[src/rtl/product_accumulator_pkg.sv]
// Shared types and helpers for the product accumulator slice.
// Default widths match the 32x32 Booth multiplier's 64-bit product.
package product_accumulator_pkg;

  localparam int unsigned PROD_W_DEF = 64;
  localparam int unsigned ACC_W_DEF  = 72;
  localparam int unsigned CNT_W_DEF  = 8;

  typedef enum logic {
    ACCUM = 1'b0,
    HOLD  = 1'b1
  } state_t;

  // Signed add overflow from the sign bits alone: operands agree, result disagrees.
  function automatic logic add_ovf(input logic a_msb, input logic b_msb, input logic s_msb);
    return (a_msb == b_msb) && (s_msb != a_msb);
  endfunction

endpackage

[src/rtl/product_accumulator_if.sv]
// Input product stream and output group-result handshake for product_accumulator.
interface product_accumulator_if #(
  parameter int unsigned PROD_W = 64,
  parameter int unsigned ACC_W  = 72,
  parameter int unsigned CNT_W  = 8
);

  logic              in_valid;
  logic              in_ready;
  logic [PROD_W-1:0] in_product;
  logic              in_last;
  logic              out_valid;
  logic              out_ready;
  logic [ACC_W-1:0]  out_acc;
  logic [CNT_W-1:0]  out_count;
  logic              out_overflow;

  modport slave (
    input  in_valid, in_product, in_last, out_ready,
    output in_ready, out_valid, out_acc, out_count, out_overflow
  );

  modport master (
    output in_valid, in_product, in_last, out_ready,
    input  in_ready, out_valid, out_acc, out_count, out_overflow
  );

endinterface

[src/rtl/product_accumulator_acc_adder_sat.sv]
// Combinational ACC_W signed adder with overflow flag.
// Clamping to the signed range is built only with PRODUCT_ACC_SATURATE_EN.
module acc_adder_sat
  import product_accumulator_pkg::*;
#(
  parameter int unsigned ACC_W = 72
) (
  input  logic [ACC_W-1:0] a,
  input  logic [ACC_W-1:0] b,
  output logic [ACC_W-1:0] sum,
  output logic             ovf
);

  logic [ACC_W-1:0] raw;

  always_comb begin
    raw = a + b;
    ovf = add_ovf(a[ACC_W-1], b[ACC_W-1], raw[ACC_W-1]);
`ifdef PRODUCT_ACC_SATURATE_EN
    if (ovf) begin
      // On overflow both operands share a sign, so a's sign picks the rail.
      sum = a[ACC_W-1] ? {1'b1, {(ACC_W-1){1'b0}}} : {1'b0, {(ACC_W-1){1'b1}}};
    end else begin
      sum = raw;
    end
`else
    sum = raw;
`endif
  end

endmodule

[src/rtl/product_accumulator.sv]
// Sums a stream of signed products per group and presents sum/count/overflow on a
// registered result handshake. Optional clamp: define PRODUCT_ACC_SATURATE_EN.
module product_accumulator
  import product_accumulator_pkg::*;
#(
  parameter int unsigned PROD_W = PROD_W_DEF,
  parameter int unsigned ACC_W  = ACC_W_DEF,
  parameter int unsigned CNT_W  = CNT_W_DEF
) (
  input logic                  clk,
  input logic                  rst,
  product_accumulator_if.slave bus
);

  state_t           state, state_nx;
  logic [ACC_W-1:0] acc, acc_nx;
  logic [CNT_W-1:0] cnt, cnt_nx;
  logic             ovf, ovf_nx;

  logic             oval_q, oval_nx;
  logic [ACC_W-1:0] oacc_q, oacc_nx;
  logic [CNT_W-1:0] ocnt_q, ocnt_nx;
  logic             oovf_q, oovf_nx;

  logic [ACC_W-1:0] prod_ext;
  logic [ACC_W-1:0] sum;
  logic             sum_ovf;
  logic [CNT_W-1:0] cnt_inc;
  logic             accept;

  assign prod_ext = ACC_W'($signed(bus.in_product));
  assign cnt_inc  = (&cnt) ? cnt : cnt + CNT_W'(1);

  acc_adder_sat #(.ACC_W(ACC_W)) u_adder (
    .a   (acc),
    .b   (prod_ext),
    .sum (sum),
    .ovf (sum_ovf)
  );

  // in_ready depends on state only, so out_ready never reaches it combinationally.
  assign bus.in_ready = (state == ACCUM);
  assign accept       = bus.in_valid && (state == ACCUM);

  always_comb begin
    state_nx = state;
    acc_nx   = acc;
    cnt_nx   = cnt;
    ovf_nx   = ovf;
    oval_nx  = oval_q;
    oacc_nx  = oacc_q;
    ocnt_nx  = ocnt_q;
    oovf_nx  = oovf_q;
    case (state)
      ACCUM: begin
        if (accept) begin
          if (bus.in_last) begin
            oacc_nx  = sum;
            ocnt_nx  = cnt_inc;
            oovf_nx  = ovf | sum_ovf;
            oval_nx  = 1'b1;
            acc_nx   = '0;
            cnt_nx   = '0;
            ovf_nx   = 1'b0;
            state_nx = HOLD;
          end else begin
            acc_nx = sum;
            cnt_nx = cnt_inc;
            ovf_nx = ovf | sum_ovf;
          end
        end
      end
      HOLD: begin
        if (bus.out_ready) begin
          oval_nx  = 1'b0;
          state_nx = ACCUM;
        end
      end
      default: state_nx = ACCUM;
    endcase
  end

  always_ff @(posedge clk) begin
    if (rst) begin
      state  <= ACCUM;
      acc    <= '0;
      cnt    <= '0;
      ovf    <= 1'b0;
      oval_q <= 1'b0;
      oacc_q <= '0;
      ocnt_q <= '0;
      oovf_q <= 1'b0;
    end else begin
      state  <= state_nx;
      acc    <= acc_nx;
      cnt    <= cnt_nx;
      ovf    <= ovf_nx;
      oval_q <= oval_nx;
      oacc_q <= oacc_nx;
      ocnt_q <= ocnt_nx;
      oovf_q <= oovf_nx;
    end
  end

  assign bus.out_valid    = oval_q;
  assign bus.out_acc      = oacc_q;
  assign bus.out_count    = ocnt_q;
  assign bus.out_overflow = oovf_q;

endmodule

[src/flat_wrapper.sv]
// flat-port wrapper written by rule: the top's interface ports become plain ports
module product_accumulator_flat import product_accumulator_pkg::*;
#(
  parameter int unsigned PROD_W = PROD_W_DEF,
  parameter int unsigned ACC_W  = ACC_W_DEF,
  parameter int unsigned CNT_W  = CNT_W_DEF
)
  (clk, rst, bus_in_valid, bus_in_product, bus_in_last, bus_out_ready, bus_in_ready, bus_out_valid, bus_out_acc, bus_out_count, bus_out_overflow);
  product_accumulator_if #(.PROD_W(PROD_W), .ACC_W(ACC_W), .CNT_W(CNT_W)) bus_i ();
  input logic clk;
  input logic rst;
  input wire logic [$bits(bus_i.in_valid)-1:0] bus_in_valid;
  input wire logic [$bits(bus_i.in_product)-1:0] bus_in_product;
  input wire logic [$bits(bus_i.in_last)-1:0] bus_in_last;
  input wire logic [$bits(bus_i.out_ready)-1:0] bus_out_ready;
  output wire logic [$bits(bus_i.in_ready)-1:0] bus_in_ready;
  output wire logic [$bits(bus_i.out_valid)-1:0] bus_out_valid;
  output wire logic [$bits(bus_i.out_acc)-1:0] bus_out_acc;
  output wire logic [$bits(bus_i.out_count)-1:0] bus_out_count;
  output wire logic [$bits(bus_i.out_overflow)-1:0] bus_out_overflow;
  assign bus_i.in_valid = bus_in_valid;
  assign bus_i.in_product = bus_in_product;
  assign bus_i.in_last = bus_in_last;
  assign bus_i.out_ready = bus_out_ready;
  assign bus_in_ready = bus_i.in_ready;
  assign bus_out_valid = bus_i.out_valid;
  assign bus_out_acc = bus_i.out_acc;
  assign bus_out_count = bus_i.out_count;
  assign bus_out_overflow = bus_i.out_overflow;
  product_accumulator #(.PROD_W(PROD_W), .ACC_W(ACC_W), .CNT_W(CNT_W)) u_core (.clk(clk), .rst(rst), .bus(bus_i));
endmodule
[config.mk]
export PLATFORM = sky130hd
export DESIGN_NAME = product_accumulator_flat
export DESIGN_NICKNAME = d
export VERILOG_FILES = /design/src/rtl/product_accumulator_pkg.sv /design/src/rtl/product_accumulator_if.sv /design/src/rtl/product_accumulator_acc_adder_sat.sv /design/src/rtl/product_accumulator.sv /design/src/flat_wrapper.sv
export SDC_FILE = /design/constraint.sdc
export NUM_CORES = 1
export LEC_CHECK = 0
export ABC_AREA = 0
export ABC_CLOCK_PERIOD_IN_PS = 3800
export BUFFER_PORTS_ARGS = -buffer_cell sky130_fd_sc_hd__buf_2
export CAP_MARGIN = 20
export CORE_ASPECT_RATIO = 0.8
export CORE_MARGIN = 1.5
export CORE_UTILIZATION = 52
export DETAILED_ROUTE_END_ITERATION = 6
export GPL_ROUTABILITY_DRIVEN = 0
export GPL_TIMING_DRIVEN = 0
export PLACE_DENSITY = 0.8
export SKIP_CTS_REPAIR_TIMING = 1
export SYNTH_ARGS = -nofsm -noshare
export SYNTH_HDL_FRONTEND = slang
export SYNTH_SLANG_ARGS = --single-unit
[constraint.sdc]
create_clock -name clk -period 3.8 [get_ports clk]
set_clock_uncertainty 0.2 [all_clocks]
set_input_delay 0.95 -clock clk [delete_from_list [all_inputs] [get_ports clk]]
set_output_delay 0.95 -clock clk [all_outputs]
set_load 0.03 [all_outputs]
# Word-level counts from Yosys, hierarchy flattened
# Index checks and enable logic that the tools add are counted.
dict set report totals {
  ff_bits 164
  in_bits 69
  output_inout_bits 83
  wordCells 35
}
dict set report op_classes {
  n_addsub 2
  n_eq_ne 5
  mux 12
  bitwise_logic 2
  n_reduce_logical 6
}
# cell n
set ops {}
lappend ops {{$add 72x72->72} 1}
lappend ops {{$mux 72} 1}
lappend ops {{$mux 8} 2}
lappend ops {{$add 8x1->8 const B} 1}
lappend ops {{$reduce_and 8->1} 1}
lappend ops {{$mux 1} 7}
lappend ops {{$reduce_and 3->1} 2}
lappend ops {{$ne 2x2->1 const B} 2}
lappend ops {{$pmux 1 s2} 2}
lappend ops {{$logic_and 1x1->1} 2}
lappend ops {{$ne 2x1->1 const B} 1}
lappend ops {{$reduce_and 2->1} 1}
lappend ops {{$eq 1x1->1} 1}
lappend ops {{$ne 1x1->1} 1}
lappend ops {{$not 1->1} 1}
lappend ops {{$or 1x1->1} 1}

# Longest topological paths before layout
dict set report logic_depth {
  ltp_word 5
  mapped_depth 14
  ltp_nobuf 14
}

# Hierarchy
# Synthesis repeated with hierarchy kept, for this count alone.
dict set report hier_totals {
  hier_cells 1294
  area_unflattened_um2 10622.7
}
# module instances cells_per_inst area_each_um2 seq_area_each_um2
set modules_own_cells {}
lappend modules_own_cells {product_accumulator 1 592 5875.6 3283.1}
lappend modules_own_cells {acc_adder_sat 1 702 4747.1 0.0}

# Worst setup path after synthesis
# No wires, ideal clock.
dict set report synth_path {
  path_type {input to register}
  startpoint {in bus_in_product[0]}
  endpoint {reg u_core.acc[48]}
  setup_time_ps 117
  arrival_ps 3667
  t_required_ps 3483
  path_slack_ps -184
  path_stages 14
  n_path_buf 0
  path_cell_list {ha_1 inv_1 fa_1 nand2b_1 a21oi_1 o41a_1 a31oi_4 a21bo_2 o41ai_4 a21oi_2 o31ai_2 a21oi_1 xnor2_1 a22o_1}
}
dict set report synth_via {
  elab_chain_cells 2
}
# item line_no
set synth_rtl {}
lappend synth_rtl {{start, declared} flat_wrapper.sv:13} ;# input wire logic [$bits(bus_i.in_product)-1:0] bus_in_product;
lappend synth_rtl {{$add 72x72->72} product_accumulator_acc_adder_sat.sv:17} ;# raw = a + b;
lappend synth_rtl {{$mux 72} product_accumulator.sv:57} ;# if (bus.in_last) begin
lappend synth_rtl {{end signal, assigned} product_accumulator.sv:95} ;# acc <= acc_nx;
lappend synth_rtl {{end, declared} product_accumulator.sv:16} ;# logic [ACC_W-1:0] acc, acc_nx;
# Every way passes these cells.
# A chain may end at the register's enable or synchronous reset.

# Final worst setup path
dict set report layout_path {
  startpoint {in bus_in_product[0]}
  endpoint {reg u_core.acc[70]}
}
# Same word-level chain as after synthesis.

==> results.yml <==
outcome:
  outcome: "complete, no violations"
sta:
  final-hold-violation-count: 0
  rsz0062_at_grt: "true"
  slew_violations: 0
  fmaxAchievable_mhz: 267
  period_minus_slack_ns: 3.75
  tightestPinTransition_ns: 0.913
  relSlewSlack: 0.391
  setup_viol: 0
  period_share: 0.987
synthesis:
  synthArstFlopShare: 0
  synth.cell_area_um2: 9620
  syn_area_per_cell_um2: 8.66
  ys_ff_latch: 164
  synth_cell_types: 69
  synth_edf_count: 0
  yosysWarningCount: 0
  syn_inst: 1110
  synth_ff_type: "dfxtp_1"
  yosysSeqAreaShare: 0.341
  synth_nets: 1252
hold_path:
  hold_path_class: "flip-flop to flip-flop"
  min_to: "u_core.bus.out_count[5]$_SDFFE_PP0P_"
  min_from: "u_core.bus.out_count[5]$_SDFFE_PP0P_"
  whs_path_depth: 1
global_route:
  grt_max_degree: 17
  antenna_found_initial: 0
  overflow: 0
  grt_pass1_vias: 8576
  grt_usage: 0.279
  grt_pass1_wl_um: 43700
die:
  rows: 44
  ios: 152
  die_area_um2: 19300
  initial_core_util: 0.531
  die_x_um: 155
  core_um2: 18100
  fp.dieH_um: 125
final_layout:
  drive_gt1_frac: 0.204
  final_cell_mix: "164 x dfxtp_1, 153 x buf_2, 98 x a22o_1"
  final_common_cell: "dfxtp_1"
  final_area_um2: 11700
  final_util: 0.645
  num_antenna_cells: 0
  nNetsFinal: 1427
  fillers: 1494
  area_growth_pct: 21.5
power_and_ir_drop:
  p_per_area_nw_per_um2: 441
  p_leak_uw: 0.00534
  vdd_drop_max_v: 0.000270
critical_path:
  r2r_cells: 14
  r2r_end: "u_core.acc[70]$_SDFFE_PP0P_"
  worst_ep_required_time_ns: 3.93
  crit_path_start_kind: "input pin"
  crit_arrival_ns: 3.88
  cpMaxStageDelayCell: "fa_2"
  timing.rr.start: "u_core.acc[0]$_SDFFE_PP0P_"
  critPathKind: "input pin to flip-flop"
  path_max_fanout: 5
  critical_path.max_stage_delay_ns: 0.36
  cp-end-kind: "flip-flop"
  crit_chain: "buf_2, ha_4, inv_2, fa_2, nand2b_4, a21oi_2, o41a_1, a31oi_4, o31ai_4, nand3_1, nand3_2, a31oi_2, o21ai_1, mux2i_1, a221o_1"
  rrSetupSlack_ns: 0.26
flow_run:
  cap_viol_max_count: 0
detailed_routing:
  vias: 9490
  totalWireLength_um: 28000
  drc: 0
  antenna_left: 0
  first_iter_violations: 884
  drtPass1Iterations: 7
  via_per_inst: 6.21
  wire_per_inst_um: 18.3
clock_network:
  cts_tree: "built"
  clk_latency_ns: 0.44
  htreeDepth: 4
  cts_made_buffers: 17
  cts_buffer_depth: 2
  cts_sinks: 164
  clk_pin_slew_ns: 0.07
  root_buffer: "clkbuf_16"
placement:
  place_area_um2: 10700
  dp.final_hpwl_um: 20100
  numPortBuffers: 150
[metal layers]
layer	GRT usage	wire, um	share of wire	vias to the layer above
met3	0.0511	2070	0.074	70
li1	-	-	-	4492
met1	0.400	13000	0.46	4500
met5	0	0	0	-
met2	0.422	12200	0.44	428
met4	0.0922	729	0.026	0
[Yosys cell counts (all sizes together) (4+ instances only)]
library cell | instances | share of area
a21o | 44 | 0.034
a21oi | 98 | 0.052
a221oi | 5 | 0.0065
a22o | 98 | 0.089
a22oi | 43 | 0.034
a31oi | 16 | 0.014
and3 | 8 | 0.0052
buf | 8 | 0.0036
clkbuf | 71 | 0.028
dfxtp | 164 | 0.34
ha | 72 | 0.094
inv | 27 | 0.011
mux2i | 4 | 0.0042
nand2 | 73 | 0.028
nand2b | 4 | 0.0026
nand3 | 20 | 0.010
nand4 | 29 | 0.019
nor2 | 94 | 0.037
nor3 | 14 | 0.0073
nor4 | 4 | 0.0026
o211ai | 5 | 0.0059
o21a | 12 | 0.0094
o21ai | 49 | 0.027
o21bai | 12 | 0.0094
o31ai | 8 | 0.0078
xnor2 | 46 | 0.042
xor2 | 27 | 0.025
[logic make-up (layout without fill, tap and decap cells)]
group / after synthesis / in the layout / synth area share
and+or+nand+nor: 264 / 264 / 0.125
muxes: 4 / 4 / 0.00416
xor gates and xnor gates: 73 / 73 / 0.0665
DFF: 164 / 164 / 0.341
buffers and inverters: 106 / 294 / 0.0419
AOI/OAI and AO/OA: 426 / 426 / 0.325
adders and majority gates: 73 / 73 / 0.0957
[worst max path at each step]
| stage | startpoint | to | depth (start not counted) |
|---|---|---|---|
| final | bus_in_product[0] | u_core.acc[70]$_SDFFE_PP0P_ | 15 |
| after global routing | bus_in_product[0] | u_core.acc[70]$_SDFFE_PP0P_ | 15 |
| after floorplan | bus_in_product[0] | u_core.bus.out_acc[48]$_SDFFE_PP0P_ | 14 |
| after CTS | bus_in_product[0] | u_core.acc[70]$_SDFFE_PP0P_ | 15 |
| after global placement | bus_in_product[0] | u_core.acc[70]$_SDFFE_PP0P_ | 15 |
| after detailed placement | bus_in_product[52] | u_core.acc[71]$_SDFFE_PP0P_ | 13 |
[state kept, by name (all words and copies together) (netlist names)]
name,flops
u_core.state,1
u_core.ovf,1
u_core.bus.out_overflow,1
u_core.cnt,8
u_core.bus.out_acc,72
u_core.bus.out_valid,1
u_core.bus.out_count,8
u_core.acc,72
[final cells by class]
| type | instances | area (um2) | area share |
|---|---|---|---|
| plain buffers | 70 | 267 | 0.0228 |
| clock buffers | 18 | 439 | 0.0376 |
| clock inverters | 14 | 246 | 0.0211 |
| inverters | 27 | 101 | 0.00867 |
| multi-input cells | 840 | 6200 | 0.530 |
| flip-flops and latches | 164 | 3280 | 0.281 |
| well taps | 230 | 288 | 0.0246 |
| repair buffers | 165 | 863 | 0.0739 |
[report_power, final]
| part | internal, uW | total [uW] | switching [uW] | leakage (uW) |
|---|---|---|---|---|
| sequential | 1830 | 1890 | 61.5 | 0.00134 |
| combinational | 439 | 1230 | 793 | 0.00368 |
| clock | 1260 | 2030 | 767 | 0.000329 |
[worst max-delay path, delay by kind of cell]
kind	cells	cell delay, ns
AO/OA/AOI/OAI	7	1.64
adder cells (fa/ha/maj)	2	0.51
buffers and inverters	2	0.14
multiplexers	1	0.15
AND/OR/NAND/NOR	3	0.49
[stage by stage]
stage,setup TNS (ns),instances,worst slack (ns),power (uW),hold WS [ns]
final,0,1528,0.0509,5150,0.276
after global routing,-0.259,1528,-0.0466,5360,0.291
after CTS,-2.31,1522,-0.247,5080,0.277
after detailed placement,-25.36,1490,-0.678,3070,0.257
after global placement,-24.51,1490,-0.651,3050,0.248
after floorplan,-0.158,1110,-0.0789,2760,0.236
(Power assumes the default switching activity.)
